[config.mk]
export PLATFORM = sky130hd
export DESIGN_NAME = snake_game_ctrl
export DESIGN_NICKNAME = d
export VERILOG_FILES = /design/src/rtl/snake_pkg.sv /design/src/rtl/snake_food_placer.sv /design/src/rtl/snake_game_ctrl.sv
export SDC_FILE = /design/constraint.sdc
export NUM_CORES = 1
export LEC_CHECK = 0
export ABC_AREA = 1
export BUFFER_PORTS_ARGS = -buffer_cell sky130_fd_sc_hd__buf_4
export CAP_MARGIN = 25
export CORE_AREA = 2 2 264 266
export DETAILED_ROUTE_END_ITERATION = 10
export DIE_AREA = 0 0 266 268
export REMOVE_ABC_BUFFERS = 1
export SETUP_SLACK_MARGIN = 0.3
export SLEW_MARGIN = 10
export SYNTH_ARGS = -nofsm -noshare
export SYNTH_HDL_FRONTEND = slang
export SYNTH_SLANG_ARGS = --single-unit
[constraint.sdc]
create_clock -name clk -period 2.6 [get_ports clk]
set_input_delay 0.52 -clock clk [delete_from_list [all_inputs] [get_ports clk]]
set_output_delay 0.52 -clock clk [all_outputs]
set_load 0.02 [all_outputs]
[src/rtl/snake_pkg.sv]
// Shared state/direction codes, playfield constants and small helpers for the
// snake game control slice.
package snake_pkg;

    localparam int unsigned GRID_W  = 32;
    localparam int unsigned GRID_H  = 24;
    localparam int unsigned MAX_LEN = 64;

    typedef enum logic [1:0] {
        ST_RUNNING = 2'b00,
        ST_DIE     = 2'b01,
        ST_INITIAL = 2'b10,
        ST_PAUSED  = 2'b11
    } state_e;

    typedef enum logic [1:0] {
        DIR_UP    = 2'b00,
        DIR_DOWN  = 2'b01,
        DIR_RIGHT = 2'b10,
        DIR_LEFT  = 2'b11
    } dir_e;

    typedef enum logic [1:0] {
        PL_IDLE    = 2'b00,
        PL_PROPOSE = 2'b01,
        PL_SCAN    = 2'b10
    } placer_state_e;

    // 16-bit Fibonacci LFSR, taps 16,14,13,11.
    function automatic logic [15:0] lfsr_next(input logic [15:0] v);
        return {v[14:0], v[15] ^ v[13] ^ v[12] ^ v[10]};
    endfunction

    // Opposite pairs differ only in bit 0: UP/DOWN and RIGHT/LEFT.
    function automatic dir_e opposite_dir(input dir_e d);
        return dir_e'(d ^ 2'b01);
    endfunction

    // Folds an out-of-range 5-bit coordinate back into 0..lim-1 (lim >= 16).
    function automatic logic [4:0] fold_coord(input logic [4:0] v, input int unsigned lim);
        logic [4:0] span;
        span = 5'(32 - lim);
        return (32'(v) >= lim) ? v - span : v;
    endfunction

endpackage

[src/rtl/snake_food_placer.sv]
// Food placer: proposes a cell from a free-running LFSR and accepts it once a
// serial scan of the snake body (one segment per cycle) finds no overlap.
module snake_food_placer
    import snake_pkg::*;
#(
    parameter int unsigned GRID_W    = snake_pkg::GRID_W,
    parameter int unsigned GRID_H    = snake_pkg::GRID_H,
    parameter int unsigned MAX_LEN   = snake_pkg::MAX_LEN,
    parameter logic [15:0] LFSR_SEED = 16'hACE1
) (
    input  logic                 clk,
    input  logic                 rst_n,
    input  logic                 start,
    input  logic                 abort,
    input  logic                 clear,
    input  logic [5*MAX_LEN-1:0] snake_x_1dim,
    input  logic [5*MAX_LEN-1:0] snake_y_1dim,
    input  logic [5:0]           snake_length,
    output logic                 busy,
    output logic [4:0]           food_x,
    output logic [4:0]           food_y,
    output logic                 food_valid
);

    placer_state_e state_q, state_d;
    logic [15:0]   lfsr_q, lfsr_d;
    logic [4:0]    cand_x_q, cand_x_d;
    logic [4:0]    cand_y_q, cand_y_d;
    logic [5:0]    idx_q, idx_d;
    logic [5:0]    len_q, len_d;
    logic [4:0]    food_x_q, food_x_d;
    logic [4:0]    food_y_q, food_y_d;
    logic          food_valid_q, food_valid_d;

    logic [8:0]    seg_base;
    logic [4:0]    seg_x, seg_y;
    logic          seg_hit, last_seg;

    assign seg_base = 9'(idx_q) * 9'd5;
    assign seg_x    = snake_x_1dim[seg_base +: 5];
    assign seg_y    = snake_y_1dim[seg_base +: 5];
    assign seg_hit  = (seg_x == cand_x_q) && (seg_y == cand_y_q);
    // A zero length still scans segment 0; the slot limit guards a bad length.
    assign last_seg = ((idx_q + 6'd1) >= len_q) || (idx_q == 6'(MAX_LEN - 1));

    always_comb begin
        // NOTE: every _d takes its hold value first, so no path through this block leaves it unassigned and no latch is inferred.
        state_d      = state_q;
        lfsr_d       = lfsr_next(lfsr_q);
        cand_x_d     = cand_x_q;
        cand_y_d     = cand_y_q;
        idx_d        = idx_q;
        len_d        = len_q;
        food_x_d     = food_x_q;
        food_y_d     = food_y_q;
        food_valid_d = food_valid_q;

        if (abort) begin
            state_d = PL_IDLE;
        end else if (start) begin
            state_d      = PL_PROPOSE;
            food_valid_d = 1'b0;
        end else begin
            case (state_q)
                PL_PROPOSE: begin
                    cand_x_d = fold_coord(lfsr_q[4:0], GRID_W);
                    cand_y_d = fold_coord(lfsr_q[9:5], GRID_H);
                    idx_d    = '0;
                    len_d    = snake_length;
                    state_d  = PL_SCAN;
                end
                PL_SCAN: begin
                    if (seg_hit) begin
                        state_d = PL_PROPOSE;
                    end else if (last_seg) begin
                        food_x_d     = cand_x_q;
                        food_y_d     = cand_y_q;
                        food_valid_d = 1'b1;
                        state_d      = PL_IDLE;
                    end else begin
                        idx_d = idx_q + 6'd1;
                    end
                end
                default: ;
            endcase
        end

        if (clear) begin
            food_valid_d = 1'b0;
        end
    end

    // NOTE: sequential state uses non-blocking assignments so every flop samples pre-edge values regardless of statement order.
    always_ff @(posedge clk or negedge rst_n) begin
        if (!rst_n) begin
            state_q      <= PL_IDLE;
            lfsr_q       <= LFSR_SEED;
            cand_x_q     <= '0;
            cand_y_q     <= '0;
            idx_q        <= '0;
            len_q        <= '0;
            food_x_q     <= '0;
            food_y_q     <= '0;
            food_valid_q <= 1'b0;
        end else begin
            state_q      <= state_d;
            lfsr_q       <= lfsr_d;
            cand_x_q     <= cand_x_d;
            cand_y_q     <= cand_y_d;
            idx_q        <= idx_d;
            len_q        <= len_d;
            food_x_q     <= food_x_d;
            food_y_q     <= food_y_d;
            food_valid_q <= food_valid_d;
        end
    end

    assign busy       = (state_q != PL_IDLE);
    assign food_x     = food_x_q;
    assign food_y     = food_y_q;
    assign food_valid = food_valid_q;

endmodule

[src/rtl/snake_game_ctrl.sv]
// Snake game sequencer: game-state FSM, direction filter, score counter and
// get_food edge detect; food placement is delegated to snake_food_placer.
module snake_game_ctrl
    import snake_pkg::*;
#(
    parameter int unsigned GRID_W    = snake_pkg::GRID_W,
    parameter int unsigned GRID_H    = snake_pkg::GRID_H,
    parameter int unsigned MAX_LEN   = snake_pkg::MAX_LEN,
    parameter logic [15:0] LFSR_SEED = 16'hACE1
) (
    input  logic                 clk,
    input  logic                 rst_n,
    input  logic                 btn_start,
    input  logic                 btn_pause,
    input  logic                 btn_up,
    input  logic                 btn_down,
    input  logic                 btn_right,
    input  logic                 btn_left,
    input  logic [1:0]           current_direction,
    input  logic [5*MAX_LEN-1:0] snake_x_1dim,
    input  logic [5*MAX_LEN-1:0] snake_y_1dim,
    input  logic [5:0]           snake_length,
    input  logic                 hit_boundary,
    input  logic                 hit_self,
    input  logic                 get_food,
    output logic [1:0]           game_state,
    output logic                 pause,
    output logic [1:0]           next_direction,
    output logic [4:0]           food_x,
    output logic [4:0]           food_y,
    output logic                 food_valid,
    output logic [7:0]           score
);

    state_e     state_q, state_d;
    dir_e       next_dir_q, next_dir_d;
    logic       pause_q, pause_d;
    logic [7:0] score_q, score_d;
    logic       get_food_q, get_food_d;

    logic       food_rise;
    dir_e       req_dir;
    logic       req_valid;
    logic       plc_start, plc_abort, plc_clear, plc_busy;

    assign get_food_d = get_food;
    assign food_rise  = get_food & ~get_food_q;

    always_comb begin
        state_d = state_q;
        case (state_q)
            ST_INITIAL: if (btn_start) state_d = ST_RUNNING;
            ST_RUNNING: begin
                // A collision wins over a same-cycle pause request.
                if (hit_boundary || hit_self) state_d = ST_DIE;
                else if (btn_pause)           state_d = ST_PAUSED;
            end
            ST_PAUSED:  if (btn_pause) state_d = ST_RUNNING;
            ST_DIE:     if (btn_start) state_d = ST_INITIAL;
            default:    state_d = ST_INITIAL;
        endcase
    end

    always_comb begin
        req_valid = 1'b1;
        req_dir   = DIR_UP;
        if (btn_up)         req_dir = DIR_UP;
        else if (btn_down)  req_dir = DIR_DOWN;
        else if (btn_right) req_dir = DIR_RIGHT;
        else if (btn_left)  req_dir = DIR_LEFT;
        else                req_valid = 1'b0;
    end

    always_comb begin
        next_dir_d = next_dir_q;
        if (state_d == ST_INITIAL) begin
            next_dir_d = DIR_UP;
        end else if (state_q == ST_RUNNING && req_valid &&
                     req_dir != opposite_dir(dir_e'(current_direction))) begin
            next_dir_d = req_dir;
        end
    end

    always_comb begin
        score_d = score_q;
        if (state_d == ST_INITIAL) begin
            score_d = '0;
        end else if (state_q == ST_RUNNING && food_rise && score_q != 8'hFF) begin
            score_d = score_q + 8'd1;
        end
    end

    assign pause_d = (state_d == ST_PAUSED);

    assign plc_start = (state_q == ST_INITIAL && state_d == ST_RUNNING) ||
                       (state_q == ST_RUNNING && food_rise);
    assign plc_abort = plc_busy && (state_d != state_q) &&
                       (state_d == ST_DIE || state_d == ST_INITIAL);
    assign plc_clear = (state_d == ST_INITIAL);

    always_ff @(posedge clk or negedge rst_n) begin
        if (!rst_n) begin
            state_q    <= ST_INITIAL;
            next_dir_q <= DIR_UP;
            pause_q    <= 1'b0;
            score_q    <= '0;
            get_food_q <= 1'b0;
        end else begin
            state_q    <= state_d;
            next_dir_q <= next_dir_d;
            pause_q    <= pause_d;
            score_q    <= score_d;
            get_food_q <= get_food_d;
        end
    end

    snake_food_placer #(
        .GRID_W    (GRID_W),
        .GRID_H    (GRID_H),
        .MAX_LEN   (MAX_LEN),
        .LFSR_SEED (LFSR_SEED)
    ) u_placer (
        .clk          (clk),
        .rst_n        (rst_n),
        .start        (plc_start),
        .abort        (plc_abort),
        .clear        (plc_clear),
        .snake_x_1dim (snake_x_1dim),
        .snake_y_1dim (snake_y_1dim),
        .snake_length (snake_length),
        .busy         (plc_busy),
        .food_x       (food_x),
        .food_y       (food_y),
        .food_valid   (food_valid)
    );

    assign game_state     = state_q;
    assign pause          = pause_q;
    assign next_direction = next_dir_q;
    assign score          = score_q;

endmodule
# After elaboration in Yosys (flattened, before gate mapping)
# Index checks and enable logic that the tools add are counted.
# totals
wordCells	109
ff_bits	65
output_inout_bits	24
input_bits	659
# op_classes
n_shift	2
multipliers	1
order_cmp	2
reduce_logical	26
bitwise_logic	9
eq_ne	19
addsub	3
n_mux	33
# ops
cell	n
$shiftx A320 B10 Y5	2
$mux W2	15
$mux W8	2
$mux W6	2
$pmux W6 S2	1
$eq A2 B2 Y1 const B	5
$eq A5 B5 Y1	2
$mux W1	10
$reduce_and A5 Y1	2
$mul A6 B3 Y9 const B	1
$add A8 B1 Y8 const B	1
$logic_and A1 B1 Y1	8
$ne A8 B8 Y1 const B	1
$pmux W2 S4	1
$reduce_bool A2 Y1	4
$add A6 B1 Y6 const B	1
$eq A2 B1 Y1 const B	3
$eq A6 B6 Y1 const B	1
$ge A6 B6 Y1	1
$reduce_bool A3 Y1	2
$ge A5 B5 Y1 const B	1
$mux W5	1
$ne A5 B3 Y1 const B	1
$not A1 Y1	5
other kinds (14)	22

# Logic depth before layout (Yosys ltp)
# Gate-level depths: netlist of the first run.
# logic_depth
word_depth	9
ltp_mapped	22
ltp_nobuf	20

# By module
# A second synthesis of the first run with hierarchy kept.
# unflattened
hier_cells	1865
hier_area_um2	9883.2
# by_module_without_submodules
module	area_per_inst_um2	n_inst	seq_area_each_um2	cells_per_inst
snake_food_placer	8953.6	1	1286.2	1745
snake_game_ctrl	929.6	1	351.6	120

# Least setup slack after synthesis of the first run
# Ideal clock, no wire load.
# synth_timing
path_kind	flip-flop to flip-flop
startpoint	reg state_q[1] (netlist: game_state[1])
endpoint	reg u_placer.cand_x_q[4]
stages_incl_launch_ff	13
period_less_slack_ps	2638
path_buffers	2
setup_ps	132
arrival_time_ps	2506
setup_slack_ps	-38
t_required_ps	2468
cell_sequence	dfstp_2 nor2_1 a32o_1 a21oi_1 inv_1 ha_1 inv_1 nand3_1 nand2_1 nor2_1 clkbuf_1 clkbuf_1 o21ai_0
# synth_via
elab_chain_len	8
word_cells_on_any_way	23
cone_classes	eq/ne (6); mux (6); bitwise (2); reduce/logical (9)
# synth_rtl
element	line	source
start: declaration	snake_game_ctrl.sv:35	state_e state_q, state_d;
start signal: assignment	snake_game_ctrl.sv:109	state_q <= state_d;
$mux W2	snake_game_ctrl.sv:56	else if (btn_pause) state_d = ST_PAUSED;
$mux W2	snake_game_ctrl.sv:55	if (hit_boundary || hit_self) state_d = ST_DIE;
$pmux W2 S4 *	snake_game_ctrl.sv:51	case (state_q)
named net state_d[1]	snake_game_ctrl.sv:35	
$ne A2 B2 Y1 (tied with other cells)	snake_game_ctrl.sv:97	assign plc_abort = plc_busy && (state_d != state_q) &&
$logic_and A1 B1 Y1 (tied with other cells)	snake_game_ctrl.sv:97	
$logic_and A1 B1 Y1 or $logic_or A1 B1 Y1 (tied branches)	snake_game_ctrl.sv:97, snake_game_ctrl.sv:95	
$not A1 Y1 (no line)	--	
$reduce_and A3 Y1 (no line) *	--	
end signal: assignment	snake_food_placer.sv:108	cand_x_q <= cand_x_d;
end: declaration	snake_food_placer.sv:27	logic [4:0] cand_x_q, cand_x_d;
# The timed path passes the listed nets; every way through them passes the cells marked *.
# A chain may end at the register's enable or synchronous reset.

# Worst setup path in the final report of the first run
# layout_timing
startpoint	reg u_placer.idx_q[0]
endpoint	reg u_placer.idx_q[5]
# layout_via
elab_chain_len	6
word_cells_on_any_way	16
cone_classes	add/sub (1); mul (1); order compare (1); eq/ne (5); shift (2); mux (3); reduce/logical (3)
# layout_rtl
element	line	source
start: declaration	snake_food_placer.sv:29	logic [5:0] idx_q, idx_d;
start signal: assignment	snake_food_placer.sv:110	idx_q <= idx_d;
$mul A6 B3 Y9	snake_food_placer.sv:39	assign seg_base = 9'(idx_q) * 9'd5;
$shiftx A320 B10 Y5 (on tied branches)	snake_food_placer.sv:40, snake_food_placer.sv:41	
$eq A5 B5 Y1	snake_food_placer.sv:42	assign seg_hit = (seg_x == cand_x_q) && (seg_y == cand_y_q);
$logic_and A1 B1 Y1	snake_food_placer.sv:42	
$ne A2 B2 Y1 (no line)	--	
$reduce_and A5 Y1 (no line)	--	
# Several ways; a longest one is shown, not always the timed one. The select of a mux whose other input is x is not followed.

==> results of run 1 <==
cells by family (layout without fill, tap and decap cells):
logic type	after synthesis	after routing	synth area share (%)
buffers and inverters	194	949	10.1
other	0	3	0
xor gates and xnor gates	9	9	0.837
DFF	65	65	17.4
adders and majority gates	14	14	1.86
AOI/OAI and AO/OA	201	201	11.4
and+or+nand+nor	1334	1335	58.4
flip-flops by register name, indices dropped and copies added (netlist names):
name	cells
u_placer.idx_q	6
u_placer.food_y	5
u_placer.state_q	2
score	8
game_state	2
u_placer.cand_x_q	5
u_placer.food_valid	1
u_placer.lfsr_q	16
u_placer.food_x	5
u_placer.len_q	6
u_placer.cand_y_q	5
pause	1
next_direction	2
get_food_q	1
stage by stage:
step / cell area (um2) / total power [mW] / worst slack [ns] / cells
after global placement: 16500 / 9.87 / -0.332 / 3398
after global routing: 18300 / 13.9 / -0.412 / 3457
after detailed placement: 16500 / 9.87 / -0.428 / 3398
after floorplan: 8700 / 5.40 / -7.82 / 1684
after CTS: 17200 / 11.8 / -0.202 / 3428
final: 18300 / 12.8 / -0.222 / 3458
timing repair:
| action | 4_1_cts | 5_1_grt |
|---|---|---|
| endpoints found under the setup margin | 35 | 39 |
| cloned | 4 | 9 |
| resized for setup | 92 | 178 |
| buffers inserted | 10 | 18 |
| pin swaps | 13 | 36 |
where the power goes:
part | internal, mW | switching, mW
Clock | 0.751 | 0.539
Combinational | 4.55 | 5.65
Sequential | 1.17 | 0.158
Total | 6.48 | 6.35
cell type report:
cell class | instances | area, um2
diodes | 3 | 7.51
clock buffers | 9 | 225
clock inverters | 7 | 77.6
fillers | 7610 | 50000
inverters | 61 | 268
multi-input cells | 1559 | 7570
flip-flops and latches | 65 | 1650
well taps | 882 | 1100
repair buffers | 872 | 7350
metal layers:
metal  routed length (um)  vias to the layer above
met1                28000                     6979
met4                 1430                        4
met5                   23                        -
li1                     -                     7411
met3                 5090                       82
met2                31700                      687
path summary, 6_finish.rpt:
path                                     start  slack (ns)                  end
setup reg to reg             u_placer.idx_q[0]       -0.22    u_placer.idx_q[5]
hold reg to reg            u_placer.lfsr_q[14]        0.35  u_placer.lfsr_q[15]
setup / recovery             u_placer.idx_q[0]       -0.22    u_placer.idx_q[5]
max in group asynchronous                rst_n        1.69  u_placer.lfsr_q[15]
min in group clk                      get_food        0.29           get_food_q
hold / removal                           rst_n        0.19                pause
worst reg2reg max path: stages (launching register included):
cell and delay (ns):
dfrtp_4 0.54, clkinv_16 0.13, buf_12 0.18, buf_6 0.17, nand2_1 0.08, nand2_1 0.06
a21oi_2 0.15, nand3_1 0.10, nand3_1 0.08, nand3_2 0.10, buf_12 0.14, nand2_1 0.06
nand2_1 0.05, nand2_1 0.07, nand2_2 0.07, nor2_4 0.20, nand4_1 0.18, nand2_2 0.12
buf_12 0.13, nand2_1 0.05, o21ai_1 0.09
Yosys cell counts (2+ instances only):
| library cell | n | area (um2) |
|---|---|---|
| nand2_1 | 915 | 3430 |
| nand3_1 | 352 | 1760 |
| a21oi_1 | 104 | 521 |
| buf_2 | 74 | 370 |
| dfrtp_1 | 56 | 1400 |
| inv_1 | 55 | 206 |
| nor2_1 | 45 | 169 |
| o21ai_0 | 38 | 190 |
| buf_4 | 30 | 225 |
| o21ai_1 | 28 | 140 |
| clkbuf_1 | 19 | 71.3 |
| ha_1 | 14 | 175 |
| nor3_1 | 11 | 55.1 |
| o22ai_1 | 10 | 62.6 |
| dfstp_2 | 9 | 236 |
| a21boi_0 | 8 | 60.1 |
| buf_1 | 8 | 30.0 |
| o211ai_1 | 8 | 60.1 |
| xor2_1 | 6 | 52.6 |
| inv_2 | 5 | 18.8 |
| nand4_1 | 3 | 18.8 |
| nor2_2 | 3 | 18.8 |
| xnor2_1 | 3 | 26.3 |
| buf_6 | 2 | 22.5 |
==> qor.txt, run 1 <==
fraction of met2 tracks used by global routing -> 28.7%
leading cell type in the layout, fill and taps excluded -> nand2_1
htree depth -> 3
Power Dens Cells -> 703 nW/um2
cells traversed along the worst timing path -> clkinv_16 -> buf_12 -> buf_6 -> nand2_1 -> nand2_1 -> a21oi_2 -> nand3_1 -> nand3_1 -> nand3_2 -> buf_12 -> nand2_1 -> nand2_1 -> nand2_1 -> nand2_2 -> nor2_4 -> nand4_1 -> nand2_2 -> buf_12 -> nand2_1 -> o21ai_1
antenna-violating nets left -> 0
global-route wire length before repair -> 89.8 mm
Residual DRC -> 0
combined global-route utilization of all metal layers -> 16.8%
largest net degree at the start of global routing -> 48
buffer depth of the longest clock path -> 2
sum of overflow across all layers after global routing -> 0
Area growth, synth to finish -> 93.9%
TritonCTS clock tree -> yes
DIE AREA -> 71,300 um2
violated checks -> negative setup slack
crit start category -> flop
Synth Cell Area -> 9420 um2
input/output buffers -> 682
crit path time final -> 2.82 ns
unrepaired setup endpoints after global routing -> true
register area share after synthesis -> 17.4%
count of different cell masters after synthesis -> 35
Initial DRC Count -> 1,116
Post-Route Setup TNS -> -2.78 ns
buffers and inverters on the worst path -> 5
Critical Path Sink Type -> flop
number of iterations in the first detailed-routing pass -> 5
met1 Use GR -> 21.9%
Finished Core Util -> 26.8%
most frequent cells in the layout -> nand2_1, buf_4, nand3_1
source-to-sink clock delay at the later pin of the worst-skew pair -> 0.36 ns
post-detail-place hpwl -> 52.5 mm
max-slew headroom at the worst pin -> 54.8%
Setup CP Type -> reg -> reg
# Max-Cap Violations -> 0
number of global-route vias before repair -> 14,170
number of setup violations in the final report -> 19
total clock buffers created by CTS -> 9
final weighted congestion in routability-driven placement -> 0.951
path class of the lowest-slack min-delay path -> in -> async
Final Hold Fails -> 0
run status -> finished, violations left
Worst-Margin Slew -> 0.678 ns
clock sink count -> 65
Routed WL per cell -> 19.2 um
average via count per standard cell -> 4.38
async set or reset register ratio after synthesis -> 100%
core box area -> 68,200 um2
category of cells accounting for the largest share of critical-path delay -> simple AND/OR/NAND/NOR gates
leakage power -> 9.54 nW
synthesized area per cell -> 5.18 um2
Fin Clk Skew -> 0.0116 ns
wire length reported by the detailed router -> 66.3 mm
layer with the highest usage -> met2
post-CTS clock slew at the launch and capture registers of the worst setup and hold paths -> 0.07 ns
Vias -> 15,163
die boundary height -> 268 um
CTS hold repair buffers -> 0
final number of max-transition violations -> 0
critical path depth in cells -> 20
number of placement rows -> 96
WP data arrival -> 3.10 ns
Largest stage delay, worst path -> 0.54 ns
Worst Path Max Fanout -> 18
global-route met3 utilization -> 3.52%
Req. time, crit path -> 2.87 ns
flip-flop and latch count after synthesis -> 65
proportion of layout cells with a drive suffix above 1 -> 41.9%
main flop type after synthesis -> dfrtp_1
slowest stage cell on the critical path -> dfrtp_4
Syn Inst Count -> 1,817
worst path setup slack after routing -> -0.222 ns
maximum vdd ir drop -> 0.372 mV
root buffer cell -> clkbuf_16
number of synthesized flops with an enable pin -> 0
R2R depth -> 20
horizontal extent of the die -> 266 um
post-layout net count -> 3,241
number of I/O pins -> 683
Max Clock Freq -> 354 MHz
worst hold slack after final layout -> 0.192 ns
most used cell along the critical path -> nand2_1
antenna violations before repair -> 4
ratio of final minimum period to clock period -> 109%
effective utilization at floorplan -> 13.8%
synth warn -> 0
Note: power is estimated with default switching activity, not from simulation.
==> run 2: changes to the inputs <==
--- a/config.mk
+++ b/config.mk
@@ -5,12 +5,11 @@
 export SDC_FILE = /design/constraint.sdc
 export NUM_CORES = 1
 export LEC_CHECK = 0
-export ABC_AREA = 1
 export BUFFER_PORTS_ARGS = -buffer_cell sky130_fd_sc_hd__buf_4
 export CAP_MARGIN = 25
-export CORE_AREA = 2 2 264 266
+export CORE_AREA = 2 2 262 264
 export DETAILED_ROUTE_END_ITERATION = 10
-export DIE_AREA = 0 0 266 268
+export DIE_AREA = 0 0 264 266
 export REMOVE_ABC_BUFFERS = 1
 export SETUP_SLACK_MARGIN = 0.3
 export SLEW_MARGIN = 10
==> run 2 against run 1 <==
The run still ends with negative setup slack left. Combinational power decreased by 5%. Global-route usage decreased by 2.4 points. Clock-buffer cell count unchanged. Sequential cell count unchanged. Synthesized cell count decreased by 55%. Final cell count decreased by 27%. Clock power about the same. Worst setup slack got worse by 0.76 ns. Critical path type unchanged. Largest cell class is now non-clock buffers. Largest power group unchanged.
==> qor.txt, run 2 <==
count of different cell masters after synthesis -> 60 (+71%)
Placed Cells incl. Taps -> 2,472 (-27%)
Fin Clk Skew -> 0.00599 ns (-0.00566 ns)
largest net degree at the start of global routing -> 48 (unchanged)
Critical Path Sink Type -> flop
Cell Count, Final, Fillers Out -> 2,528 (-27%)
Routed WL per cell -> 21.2 um (+10%)
proportion of layout cells with a drive suffix above 1 -> 65.8% (+24 points)
Worst-Margin Slew -> 0.635 ns (-0.0424 ns)
Final Hold Fails -> 0 (unchanged)
category of cells accounting for the largest share of critical-path delay -> multiplexers
register area share after synthesis -> 19.1% (+1.7 points)
number of global-route vias before repair -> 10,919 (-23%)
antenna violations before repair -> 10 (+6)
post-layout net count -> 2,310 (-29%)
root buffer cell -> clkbuf_16
flip-flop and latch count after synthesis -> 65 (unchanged)
Synth top area share -> 22.1% (-14 points)
die boundary height -> 266 um (-0.75%)
switching power share of the total -> 41.2% (-8.3 points)
Initial DRC Count -> 573 (-49%)
clock sink count -> 65 (unchanged)
Vias -> 10,532 (-31%)
Area growth, synth to finish -> 97.8%
number of setup violations in the final report -> 19 (unchanged)
average via count per standard cell -> 4.17 (-5.0%)
CTS hold repair buffers -> 0 (unchanged)
placed instance area -> 15,800 um2 (-4.2%)
Max Clock Freq -> 279 MHz (-21%)
leading cell type in the layout, fill and taps excluded -> buf_4
number of synthesized flops with an enable pin -> 0 (unchanged)
maximum vdd ir drop -> 0.350 mV (-5.8%)
ratio of final minimum period to clock period -> 138% (+29 points)
post-detail-place hpwl -> 46.1 mm (-12%)
total clock buffers created by CTS -> 9 (unchanged)
horizontal extent of the die -> 264 um (-0.75%)
Largest stage delay, worst path -> 0.50 ns (-0.04 ns)
total net switching power -> 5.05 mW (-20%)
Pint -> 7.22 mW (+11%)
R2R depth -> 14 (-30%)
Post-Route Setup TNS -> -17.44 ns (-14.66 ns)
Worst Path Max Fanout -> 10 (-8)
critical path depth in cells -> 14 (-30%)
number of I/O pins -> 683 (unchanged)
Synth Cell Area -> 8560 um2 (-9.1%)
leakage power -> 7.73 nW (-19%)
Req. time, crit path -> 2.82 ns (-0.05 ns)
Synth area leader -> mux4_2
combinational fraction of design power -> 78.9% (-0.7 points)
Placement Setup Slack -> -1.28 ns (-0.857 ns)
buffers and inverters on the worst path -> 4 (-1)
Residual DRC -> 0 (unchanged)
final number of max-transition violations -> 0 (unchanged)
async set or reset register ratio after synthesis -> 100% (unchanged)
input/output buffers -> 682 (unchanged)
final weighted congestion in routability-driven placement -> 0.931 (-2.1%)
sum of overflow across all layers after global routing -> 0 (unchanged)
Finished Core Util -> 25.0% (-1.8 points)
overall power consumption -> 12.3 mW (-4.3%)
layer with the highest usage -> met2
buffer depth of the longest clock path -> 2 (unchanged)
global-route met3 utilization -> 3.11% (-0.40 points)
most frequent cells after synthesis -> mux2i_1, mux4_2, a22oi_1
main flop type after synthesis -> dfrtp_1
synth warn -> 0 (unchanged)
synthesized area per cell -> 10.5 um2 (+100%)
worst hold slack after final layout -> 0.192 ns (+0.000548 ns)
# Max-Cap Violations -> 0 (unchanged)
number of placement rows -> 96 (unchanged)
met1 Use GR -> 17.4% (-4.5 points)
fraction of met2 tracks used by global routing -> 26.4% (-2.3 points)
path class of the lowest-slack min-delay path -> in -> async
Layout Cell Area excl Fill -> 16,900 um2 (-7.3%)
most frequent cell after synthesis -> mux2i_1
Setup CP Type -> reg -> reg
Clock power frac -> 10.3% (+0.2 points)
cells traversed along the worst timing path -> buf_12 -> buf_8 -> mux4_2 -> mux4_2 -> nor2b_4 -> a21oi_2 -> buf_4 -> xor2_1 -> nand3_1 -> a22oi_2 -> o211ai_2 -> and3_4 -> buf_12 -> mux2_4
violated checks -> negative setup slack
slowest stage cell on the critical path -> dfrtp_4
top cells by area, synth -> mux4_2, mux2i_1, dfrtp_1
unrepaired setup endpoints after global routing -> true
wire length reported by the detailed router -> 53.5 mm (-19%)
Syn Inst Count -> 817 (-55%)
run status -> finished, violations left
register with the most flip-flops -> u_placer.lfsr_q
number of flip-flops under the largest register name -> 16 (unchanged)
htree depth -> 3 (unchanged)
crit start category -> flop
source-to-sink clock delay at the later pin of the worst-skew pair -> 0.33 ns (-0.03 ns)
Seq pwr share -> 10.7% (+0.3 points)
crit path time final -> 3.58 ns (+0.758 ns)
Power Dens Cells -> 725 nW/um2 (+3.2%)
DIE AREA -> 70,200 um2 (-1.5%)
antenna-violating nets left -> 0 (unchanged)
number of filler instances in the final layout -> 7,367 (-3.2%)
core box area -> 67,700 um2 (-0.70%)
combined global-route utilization of all metal layers -> 14.4% (-2.4 points)
post-CTS clock slew at the launch and capture registers of the worst setup and hold paths -> 0.06 ns (about the same)
WP data arrival -> 3.79 ns (+0.69 ns)
effective utilization at floorplan -> 12.6% (-1.2 points)
max-slew headroom at the worst pin -> 57.6% (+2.8 points)
global-route wire length before repair -> 74.1 mm (-17%)
worst path setup slack after routing -> -0.980 ns (-0.758 ns)
TritonCTS clock tree -> yes
most frequent cells in the layout -> buf_4, mux2i_1, mux4_2
number of iterations in the first detailed-routing pass -> 5 (unchanged)
==> run 2: repair_timing <==
| item | in CTS | in global routing |
|---|---|---|
| endpoints found under the setup margin | 35 | 35 |
| endpoints found under the hold margin | 0 | 0 |
| setup buffers | 15 | 17 |
| pin swaps | 17 | 19 |
| gates cloned | 2 | 2 |
| gates resized for setup | 58 | 41 |
==> run 2: final cells by class <==
class	instances	area [um2]	area share [%]
Clock inverter	7	83.8	0.495
Sequential cell	65	1650	9.74
Antenna cell	4	10.0	0.0591
Inverter	16	60.1	0.355
Tap cell	882	1100	6.52
Clock buffer	9	225	1.33
Multi-Input combinational cell	664	6760	39.9
Timing Repair Buffer	881	7040	41.6
==> run 2: worst paths after layout <==
kind | startpoint | endpoint | slack [ns]
max | u_placer.idx_q[0] | u_placer.food_y[0] | -0.98
min | rst_n | score[1] | 0.19
max reg2reg | u_placer.idx_q[0] | u_placer.food_y[0] | -0.98
min reg2reg | u_placer.lfsr_q[14] | u_placer.lfsr_q[15] | 0.35
max in group asynchronous | rst_n | game_state[1] | 1.71
min in group clk | get_food | get_food_q | 0.30
==> run 2: kinds of logic (layout without fill, tap and decap cells) <==
logic type / Yosys count / after routing / synth area share [%]
adders and majority gates: 14 / 14 / 2.05
DFF: 65 / 65 / 19.1
other: 0 / 4 / 0
xor gates and xnor gates: 30 / 30 / 3.07
muxes: 283 / 283 / 46.3
and+or+nand+nor: 157 / 157 / 9.08
AOI/OAI and AO/OA: 180 / 180 / 14.4
buffers and inverters: 88 / 913 / 5.92
==> run 2: power by group through the flow <==
stage               clock [mW]  sequential, mW  combinational (mW)
CTS                       1.32            1.32                9.39
detailed placement           0            1.33                8.75
floorplan                    0            1.72                3.51
global route              1.36            1.34                10.5
finish                    1.27            1.32                9.68
global placement             0            1.32                8.74
==> run 2: metal layers <==
layer,routed length (um),vias to the layer above
li1,-,4902
met1,21600,5062
met2,27200,511
met3,3810,45
met4,797,12
met5,76,-
